--- src/rtl/dino_pkg.sv ---
`default_nettype none
// ============================================================================
// Module      : dino_pkg
// Description : Shared state encoding and screen constants for the dino sprite.
// Revision    : 1.0
// ============================================================================
package dino_pkg;

    typedef enum logic [1:0] {
        GROUND = 2'd0,
        RISE   = 2'd1,
        FALL   = 2'd2
    } dino_state_t;

    localparam int C_SCREEN_H = 240;
    localparam int C_GROUND_Y = 181;

endpackage
`default_nettype wire

--- src/rtl/dino_tick_gen.sv ---
`default_nettype none
// ============================================================================
// Module      : dino_tick_gen
// Description : Divides clk into a one-cycle physics strobe; holds while frozen.
// Revision    : 1.0
// ============================================================================
module dino_tick_gen #(
    parameter int TICK_DIV = 200000
) (
    input  logic clk,
    input  logic rst,
    input  logic freeze,
    output logic tick
);

    localparam int CNT_W = (TICK_DIV > 1) ? $clog2(TICK_DIV) : 1;
    localparam logic [CNT_W-1:0] C_LAST = CNT_W'(TICK_DIV - 1);
    localparam logic [CNT_W-1:0] C_ONE  = CNT_W'(1);

    logic [CNT_W-1:0] r_cnt;
    logic             w_wrap;

    assign w_wrap = (r_cnt == C_LAST);
    assign tick   = w_wrap && !freeze;

    always_ff @(posedge clk) begin
        if (rst) begin
            r_cnt <= '0;
        end else if (!freeze) begin
            r_cnt <= w_wrap ? '0 : r_cnt + C_ONE;
        end
    end

endmodule
`default_nettype wire

--- src/rtl/dino_jump_physics.sv ---
`default_nettype none
// ============================================================================
// Module      : dino_jump_physics
// Description : Per-tick jump/gravity engine producing the dino sprite Y.
// Revision    : 1.0
// ============================================================================
module dino_jump_physics
    import dino_pkg::*;
#(
    parameter int Y_W       = $clog2(C_SCREEN_H),
    parameter int V_W       = 6,
    parameter int GROUND_Y  = C_GROUND_Y,
    parameter int V0        = 12,
    parameter int V_SHORT   = 4,
    parameter int GRAVITY   = 1,
    parameter int FAST_G    = 3,
    parameter int MAX_JUMPS = 2,
    parameter int TICK_DIV  = 200000
) (
    input  logic                             clk,
    input  logic                             rst,
    input  logic                             jump_btn,
    input  logic                             duck_btn,
    input  logic                             freeze,
    output logic [Y_W-1:0]                   dino_y,
    output logic                             airborne,
    output logic                             ducking,
    output logic [$clog2(MAX_JUMPS+1)-1:0]   jump_count,
    output logic                             tick
);

    localparam int E_W  = Y_W + 2;
    localparam int JC_W = $clog2(MAX_JUMPS + 1);

    localparam logic signed [V_W-1:0] C_VEL_ZERO = '0;
    localparam logic signed [V_W-1:0] C_V0       = V_W'(V0);
    localparam logic signed [V_W-1:0] C_V_SHORT  = V_W'(V_SHORT);
    localparam logic signed [V_W:0]   C_V_MIN    = (V_W+1)'(-(2 ** (V_W - 1)));
    localparam logic signed [V_W:0]   C_G_NORM   = (V_W+1)'(GRAVITY);
    localparam logic signed [V_W:0]   C_G_FAST   = (V_W+1)'(FAST_G);
    localparam logic signed [E_W-1:0] C_GROUND_E = E_W'(GROUND_Y);
    localparam logic [Y_W-1:0]        C_REST_Y   = Y_W'(GROUND_Y);
    localparam logic [JC_W-1:0]       C_MAX_JC   = JC_W'(MAX_JUMPS);
    localparam logic [JC_W-1:0]       C_JC_ONE   = JC_W'(1);

    dino_state_t               r_state, w_state_nx;
    logic [Y_W-1:0]            r_y, w_y_nx;
    logic signed [V_W-1:0]     r_vel, w_vel_nx;
    logic [JC_W-1:0]           r_jc, w_jc_nx;
    logic                      r_jump_q;
    logic                      r_jump_pend;
    logic                      r_ducking;

    logic                      w_tick;
    logic                      w_rise;
    logic signed [E_W-1:0]     w_y_cur;
    logic signed [V_W-1:0]     w_vel_a, w_vel_m, w_vel_sat;
    logic signed [E_W-1:0]     w_y_a, w_y_n;
    logic                      w_land_a, w_grant, w_air_eff;
    logic [JC_W-1:0]           w_jc_m;
    logic signed [V_W:0]       w_vel_dec;

    dino_tick_gen #(
        .TICK_DIV (TICK_DIV)
    ) u_tick_gen (
        .clk    (clk),
        .rst    (rst),
        .freeze (freeze),
        .tick   (w_tick)
    );

    assign w_rise  = jump_btn && !r_jump_q;
    assign w_y_cur = $signed({2'b00, r_y});

    always_comb begin
        w_vel_a    = r_vel;
        w_vel_m    = r_vel;
        w_vel_sat  = r_vel;
        w_y_n      = w_y_cur;
        w_jc_m     = r_jc;
        w_state_nx = r_state;
        w_y_nx     = r_y;
        w_vel_nx   = r_vel;
        w_jc_nx    = r_jc;

        if (r_state == GROUND) begin
            w_vel_a = C_VEL_ZERO;
        end else if (r_state == RISE && !jump_btn && r_vel > C_V_SHORT) begin
            w_vel_a = C_V_SHORT;
        end

        // Motion without a grant decides whether this tick would land; a
        // pending jump on a landing tick then restarts from the ground.
        w_y_a     = w_y_cur - E_W'(w_vel_a);
        w_land_a  = (w_y_a >= C_GROUND_E) && (w_vel_a <= C_VEL_ZERO);
        w_grant   = r_jump_pend && (w_land_a || r_jc < C_MAX_JC);
        w_air_eff = (r_state != GROUND) && !(w_grant && w_land_a);

        w_vel_m = w_vel_a;
        w_y_n   = w_y_a;
        if (w_grant) begin
            w_vel_m = C_V0;
            w_y_n   = (w_land_a ? C_GROUND_E : w_y_cur) - E_W'(C_V0);
            w_jc_m  = (w_land_a ? '0 : r_jc) + C_JC_ONE;
        end

        w_vel_dec = (V_W+1)'(w_vel_m) - ((w_air_eff && duck_btn) ? C_G_FAST : C_G_NORM);
        w_vel_sat = (w_vel_dec < C_V_MIN) ? C_V_MIN[V_W-1:0] : w_vel_dec[V_W-1:0];

        if (!w_grant && w_y_n >= C_GROUND_E && w_vel_m <= C_VEL_ZERO) begin
            w_state_nx = GROUND;
            w_y_nx     = C_REST_Y;
            w_vel_nx   = C_VEL_ZERO;
            w_jc_nx    = '0;
        end else if (w_y_n[E_W-1]) begin
            w_state_nx = FALL;
            w_y_nx     = '0;
            w_vel_nx   = C_VEL_ZERO;
            w_jc_nx    = w_jc_m;
        end else begin
            w_state_nx = (w_vel_sat > C_VEL_ZERO) ? RISE : FALL;
            w_y_nx     = w_y_n[Y_W-1:0];
            w_vel_nx   = w_vel_sat;
            w_jc_nx    = w_jc_m;
        end
    end

    always_ff @(posedge clk) begin
        if (rst) begin
            r_state     <= GROUND;
            r_y         <= C_REST_Y;
            r_vel       <= C_VEL_ZERO;
            r_jc        <= '0;
            r_jump_q    <= 1'b0;
            r_jump_pend <= 1'b0;
            r_ducking   <= 1'b0;
        end else begin
            r_jump_q  <= jump_btn;
            r_ducking <= duck_btn && (r_state == GROUND);

            // An edge arriving in the tick cycle survives into the next tick.
            if (freeze) begin
                r_jump_pend <= 1'b0;
            end else if (w_tick) begin
                r_jump_pend <= w_rise;
            end else if (w_rise) begin
                r_jump_pend <= 1'b1;
            end

            if (w_tick) begin
                r_state <= w_state_nx;
                r_y     <= w_y_nx;
                r_vel   <= w_vel_nx;
                r_jc    <= w_jc_nx;
            end
        end
    end

    assign dino_y     = r_y;
    assign airborne   = (r_state != GROUND);
    assign ducking    = r_ducking;
    assign jump_count = r_jc;
    assign tick       = w_tick;

endmodule
`default_nettype wire

--- config.mk ---
export PLATFORM = sky130hd
export DESIGN_NAME = dino_jump_physics
export DESIGN_NICKNAME = d
export VERILOG_FILES = /design/src/rtl/dino_pkg.sv /design/src/rtl/dino_tick_gen.sv /design/src/rtl/dino_jump_physics.sv
export SDC_FILE = /design/constraint.sdc
export NUM_CORES = 1
export LEC_CHECK = 0
export BUFFER_PORTS_ARGS = -buffer_cell sky130_fd_sc_hd__buf_2
export CAP_MARGIN = 20
export CORE_ASPECT_RATIO = 0.6
export CORE_MARGIN = 2
export CORE_UTILIZATION = 25
export DETAILED_ROUTE_END_ITERATION = 10
export GPL_ROUTABILITY_DRIVEN = 0
export HOLD_SLACK_MARGIN = 0.1
export PLACE_DENSITY = 0.46
export RECOVER_POWER = 50
export SYNTH_ARGS = -nofsm -noshare
export SYNTH_HDL_FRONTEND = slang
export SYNTH_SLANG_ARGS = --single-unit
--- constraint.sdc ---
create_clock -name clk -period 8.43 [get_ports clk]
set_input_delay 1.686 -clock clk [delete_from_list [all_inputs] [get_ports clk]]
set_output_delay 1.686 -clock clk [all_outputs]
set_load 0.02 [all_outputs]
; After elaboration in Yosys (flattened, before gate mapping)
; Cells that the tools add are included.
; W data, S select, Z words.
[word_totals]
regBits = 39
input_bits = 5
out_inout_bits = 13
elab_cells = 67
[classes]
addsub = 5
order_cmp = 8
eq_ne = 2
mux = 20
n_reduce_logical = 24
[op_table]
columns = operator, n
row1 = $mux W6, 6
row2 = $mux W8, 3
row3 = $ge A10 B9 Y1 const B, 2
row4 = $add A18 B1 Y18 const B, 1
row5 = $eq A18 B18 Y1 const B, 1
row6 = $mux W18, 1
row7 = $mux W2, 7
row8 = $le A6 B1 Y1 const B, 2
row9 = $logic_and A1 B1 Y1, 12
row10 = $mux W10, 1
row11 = $sub A9 B6 Y10, 1
row12 = $sub A8 B4 Y9 const B, 1
row13 = $lt A7 B6 Y1 const B, 1
row14 = $sub A6 B3 Y7, 1
row15 = $gt A6 B1 Y1 const B, 1
row16 = $gt A6 B4 Y1 const B, 1
row17 = $reduce_bool A2 Y1, 3
row18 = $logic_not A1 Y1, 5
row19 = $add A2 B1 Y2 const B, 1
row20 = $eq A2 B1 Y1 const B, 1
row21 = $logic_not A2 Y1, 1
row22 = $lt A2 B2 Y1 const B, 1
row23 = $mux W1, 2
row24 = $reduce_and A2 Y1, 1
row25 = 2 further kinds, 2

; Logic depth before layout (Yosys ltp)
[depth]
word_depth = 22
depth_mapped = 22
mapped_depth_nobuf = 21

; Cells and area by module
; A second synthesis with hierarchy kept.
[hier_totals]
hier_cells = 357
area_unflattened_um2 = 2894.0
[by_module_without_submodules]
columns = mod, instances, cells_each, area_per_inst_um2, seq_area_each_um2
row1 = dino_jump_physics, 1, 259, 1979.4, 420.4
row2 = dino_tick_gen, 1, 98, 914.6, 360.3

; Worst setup path before layout
; Ideal clock, no wire load.
[synth_path]
path_type = input port to flip-flop
from = input jump_btn
to = register r_state[1]
setup_ns = 0.117
t_arrival_ns = 6.324
setup_slack_ns = 1.988
cell_stages = 22
path_buffers = 2
cell_sequence = or4b_1 > or2_1 > nand3_1 > inv_1 > ha_1 > fa_1 > nand2b_1 > a21bo_2 > a21oi_1 > nand3_1 > o211ai_4 > a31o_1 > buf_6 > clkbuf_1 > nor2_1 > ha_1 > a21oi_4 > xnor2_1 > a31o_2 > a21oi_1 > o21ai_0 > a32o_1
[synth_between]
elab_chain_len = 22
[synth_lines]
columns = item, line_no
row1 = "start, declared", dino_jump_physics.sv:22  ; input logic jump_btn,
row2 = $logic_not A1 Y1 (*), dino_jump_physics.sv:88  ; end else if (r_state == RISE && !jump_btn && r_vel > C_V_SHORT) begin
row3 = $logic_and A1 B1 Y1 (*) (2 in a row), dino_jump_physics.sv:88
row4 = $mux W6 (*), dino_jump_physics.sv:88
row5 = $mux W6 (*), dino_jump_physics.sv:86  ; if (r_state == GROUND) begin
row6 = $sub A9 B6 Y10, dino_jump_physics.sv:94  ; w_y_a = w_y_cur - E_W'(w_vel_a);
row7 = $ge A10 B9 Y1, dino_jump_physics.sv:95  ; w_land_a = (w_y_a >= C_GROUND_E) && (w_vel_a <= C_VEL_ZERO);
row8 = $logic_and A1 B1 Y1, dino_jump_physics.sv:95
row9 = $logic_or A1 B1 Y1, dino_jump_physics.sv:96  ; w_grant = r_jump_pend && (w_land_a || r_jc < C_MAX_JC);
row10 = [... 5 more ...], -
row11 = $mux W2, dino_jump_physics.sv:107  ; w_vel_dec = (V_W+1)'(w_vel_m) - ((w_air_eff && duck_btn) ? C_G_FAST : C_G_NORM);
row12 = $sub A6 B3 Y7, dino_jump_physics.sv:107
row13 = $lt A7 B6 Y1, dino_jump_physics.sv:108  ; w_vel_sat = (w_vel_dec < C_V_MIN) ? C_V_MIN[V_W-1:0] : w_vel_dec[V_W-1:0];
row14 = $mux W6, dino_jump_physics.sv:108
row15 = $gt A6 B1 Y1, dino_jump_physics.sv:121  ; w_state_nx = (w_vel_sat > C_VEL_ZERO) ? RISE : FALL;
row16 = $mux W2, dino_jump_physics.sv:121
row17 = $mux W2, dino_jump_physics.sv:115  ; end else if (w_y_n[E_W-1]) begin
row18 = $mux W2 (*), dino_jump_physics.sv:110  ; if (!w_grant && w_y_n >= C_GROUND_E && w_vel_m <= C_VEL_ZERO) begin
row19 = "end signal, assigned", dino_jump_physics.sv:151  ; r_state <= w_state_nx;
row20 = "end, declared", dino_jump_physics.sv:46  ; dino_state_t r_state, w_state_nx;
; Mark *: on every way between the ends. The rest lies on a longest branch, timed or not.
; A chain may end at the register's enable or synchronous reset.

; Worst setup path after layout
[layout_path]
from = input jump_btn
to = register r_state[0]
; Same word-level chain as after synthesis.

==> results.txt <==
----------------------------------------------------
[Run status]
  Result of the run ... completed

[Clock network]
  Clock transition at the registers of the reported paths ... 0.06 ns
  Hold buffer count at CTS ... 0
  Total number of clock tree sinks ... 39
  Clock tree root driver cell ... clkbuf_16
  Later-pin clock latency in the skew report ... 0.28 ns
  Clock Tree Buf Depth ... 2
  TritonCTS Buffers ... 5
  Maximum level of the CTS H-tree ... 2
  TritonCTS clock tree ... done
  Post-CTS repair timing setup buffer count ... 0
  Number of resized instances in the post-cts repair step ... 0

[Place]
  Total placed instance area ... roughly 3100 um2
  Hpwl dp ... 6240 um
  Placed Cells incl. Taps ... 510
  IO Port Bufs ... 17

[Route]
  Routed wire length ... 7860 um
  Drt initial violations ... between 200 and 250
  Drc violations ... 0
  Drt pass-1 iters ... 5
  Routed vias/inst ... 5.10
  WL per Instance ... approximately 15 um
  Total number of vias ... 2642
  Post-route ant nets ... 0

[Finish]
  Total of fill cells in the finished design ... around 1.2k
  Area added between synthesis and finish ... 13.5%
  Post-layout instance count excluding filler cells ... 518
  Fin nets ... 392
  Commonest cells after routing, fill and taps aside ... 39 x nor2_1, 39 x dfxtp_1, 34 x nand2_1
  Proportion of layout cells with a drive suffix above 1 ... 8.29%
  Number of inserted diodes ... 0
  Summed area of non-filler cells in the final layout ... 3240 um2

[Worst hold path]
  Worst-case hold path end point ... r_vel[1]
  Hold Path Depth ... 2
  Kind of path behind the tightest hold check ... reg -> reg
  Origin of the worst min-delay path ... r_vel[1]

[Logic synthesis]
  Number of enable flip-flop cells after synthesis ... 0
  Share of flip-flops with an asynchronous set or reset after synthesis ... 0%
  Most used DFF post-synth ... dfxtp_1
  Warnings, synthesis ... 0
  Post-synthesis net count ... 378
  Total of flip-flops plus latches after synthesis ... 39
  Cell variety after synth ... 66
  Number of instances in the synthesized netlist ... 359
  Sequential area share after synthesis ... 27.3%
  Combined area of all synthesized cells ... 2860 um2
  Mean cell area of the mapped netlist ... 7.96 um2

[Timing]
  Worst-case hold slack ... 0.478 ns
  Setup skew after layout ... 0.00706 ns
  Setup repair after global routing missed its margin ... false
  Tightest Pin Transition ... between 0.7 and 0.8 ns
  Max Fclk ... 147 MHz
  Hold violation count in the final report ... 0
  Total of endpoints with negative setup slack in the final report ... 0
  Max Transition Viols Final ... 0
  Minimum period implied by the final worst setup slack ... 6.81 ns
  Total negative slack for setup checks ... 0 ns
  Part of the cycle the worst path needs ... 80.7%
  Worst rel slew slack ... 50.9%

[Power and ir drop]
  Post-route total power ... 435 uW
  Power density of the placed cells ... 134 nW/um2
  Internal power component ... about 340 uW
  Combinational share of power ... 5.1%
  Largest voltage drop on the vdd net ... 0.0814 mV
  P_leak ... 1.26 nW
  Seq pwr share ... a little over two fifths
  Power spent charging and discharging nets ... 93.4 uW
  Switching Share ... 21.5%
  Share of power burned in the clock network ... 51.7%

[Critical path]
  Arrival time reported for the critical path endpoint ... 6.98 ns
  Data required time at the worst endpoint ... around 8.6 ns
  Worst r2r path cells ... 19
  Maximum fanout count along the critical path ... 17
  Reg2Reg Launch Point ... r_vel[5]
  Register-to-Register Setup Slack ... 2.74 ns
  Kind of launch point of the worst setup path ... input port
  Capture point of the worst reg-to-reg path ... r_state[0]
  Setup CP Type ... in -> reg
  Nature of the critical path endpoint ... flip-flop

[GRT]
  Number of global-route vias before repair ... 2374
  Antenna violations before repair ... 0
  Global-route total usage across every layer ... 13.1%
  Global-route wire length before repair ... approximately 13000 um
  Global route overflow ... 0
  Maximum number of pins on one net before global-route repair ... 19

[Floorplanning]
  Height of the chip ... 86.8 um
  Boundary Pins ... 18
  Placement Rows ... 30
  Total die area ... about 12000 um2
  Horiz. Die Dim ... about 140 um
  Initial cell density of the core ... between 20% and 30%
  Area inside the core boundary ... 11200 um2

[Flow run]
  Count of maximum capacitance violations ... 0

----------------------------------------------------
-- flip-flops by register name, indices dropped and copies added, names as in the netlist --
| register | flops |
|---|---|
| dino_y | 8 |
| ducking | 1 |
| jump_count | 2 |
| r_jump_pend | 1 |
| r_jump_q | 1 |
| r_state | 2 |
| r_vel | 6 |
| u_tick_gen.r_cnt | 18 |
-- through the flow --
step,util [%],setup WS (ns)
after detailed placement,27.4,1.38
after CTS,29.0,1.65
after global routing,28.9,1.16
final,28.9,1.62
after floorplan,-,1.99
after global placement,27.4,1.50
-- layout make-up --
cell class	instances	area, um2	area share [%]
clock buffers	6	139	4.28
repair buffers	18	77.6	2.39
clock inverters	2	38.8	1.20
flip-flops and latches	39	781	24.1
well taps	144	180	5.56
inverters	13	48.8	1.51
multi-input cells	296	1980	61.0
-- power groups by stage --
stage | sequential [mW] | clock [mW] | combinational, mW
6_report | 0.188 | 0.225 | 0.0223
5_1_grt | 0.188 | 0.241 | 0.0251
4_1_cts | 0.188 | 0.230 | 0.0226
3_5_place_dp | 0.192 | 0 | 0.0225
3_3_place_gp | 0.192 | 0 | 0.0224
2_1_floorplan | 0.191 | 0 | 0.0170
-- cells in the mapped netlist (6+ instances only) --
| cell | instances | share of area (%) |
|---|---|---|
| inv_1 | 13 | 1.7 |
| ha_1 | 12 | 5.3 |
| o21ai_0 | 19 | 3.3 |
| nand3_1 | 12 | 2.1 |
| xor2_1 | 16 | 4.9 |
| nand2_1 | 34 | 4.5 |
| nand2b_1 | 10 | 2.2 |
| and3_1 | 6 | 1.3 |
| a21oi_1 | 20 | 3.5 |
| dfxtp_1 | 39 | 27 |
| nor2_1 | 39 | 5.1 |
| or3_1 | 6 | 1.3 |
| o21ai_1 | 8 | 1.4 |
| nor3_1 | 9 | 1.6 |
| xnor2_1 | 10 | 3.1 |
| clkbuf_1 | 9 | 1.2 |
-- critical path: stages --
cell	delay, ns
buf_2	0.12
or4b_1	0.51
or2_1	0.28
nand3_1	0.14
inv_1	0.11
ha_1	0.22
fa_1	0.43
nand2b_1	0.22
a21bo_2	0.23
a21oi_1	0.23
nand3_1	0.21
o211ai_4	0.32
a31o_1	0.65
nor2_1	0.18
fa_1	0.56
nor2b_1	0.17
o21ai_0	0.21
a21oi_1	0.09
o21a_1	0.18
a32o_1	0.24
-- metal layers --
| layer | part of all wire (%) | wire length [um] | global-route usage (%) | vias to the layer above |
|---|---|---|---|---|
| met5 | 0 | 0 | 0 | - |
| met4 | 0.25 | 20 | 1.09 | 0 |
| met3 | 6.8 | 538 | 4.25 | 2 |
| met2 | 36 | 2830 | 16.8 | 69 |
| met1 | 57 | 4470 | 21.2 | 1222 |
| li1 | - | - | - | 1349 |
-- kinds of logic after synthesis --
group | share of synthesized area (%)
flops | 27.3
compound gates | 25.8
buf+inv | 3.46
simple gates | 27.5
xor+xnor | 8.54
mux | 0.701
fa+ha+maj | 6.66
-- worst max path at each step --
stage                   from         end  slack, ns  depth (start not counted)
floorplan           jump_btn  r_state[1]       1.99                         22
global placement    jump_btn  r_state[1]       1.50                         21
detailed placement  jump_btn  r_state[1]       1.38                         21
CTS                 jump_btn  r_state[0]       1.65                         20
global route        jump_btn    r_vel[2]       1.16                         21
finish              jump_btn  r_state[0]       1.62                         20
No activity file was read; power rests on OpenSTA's default activity.
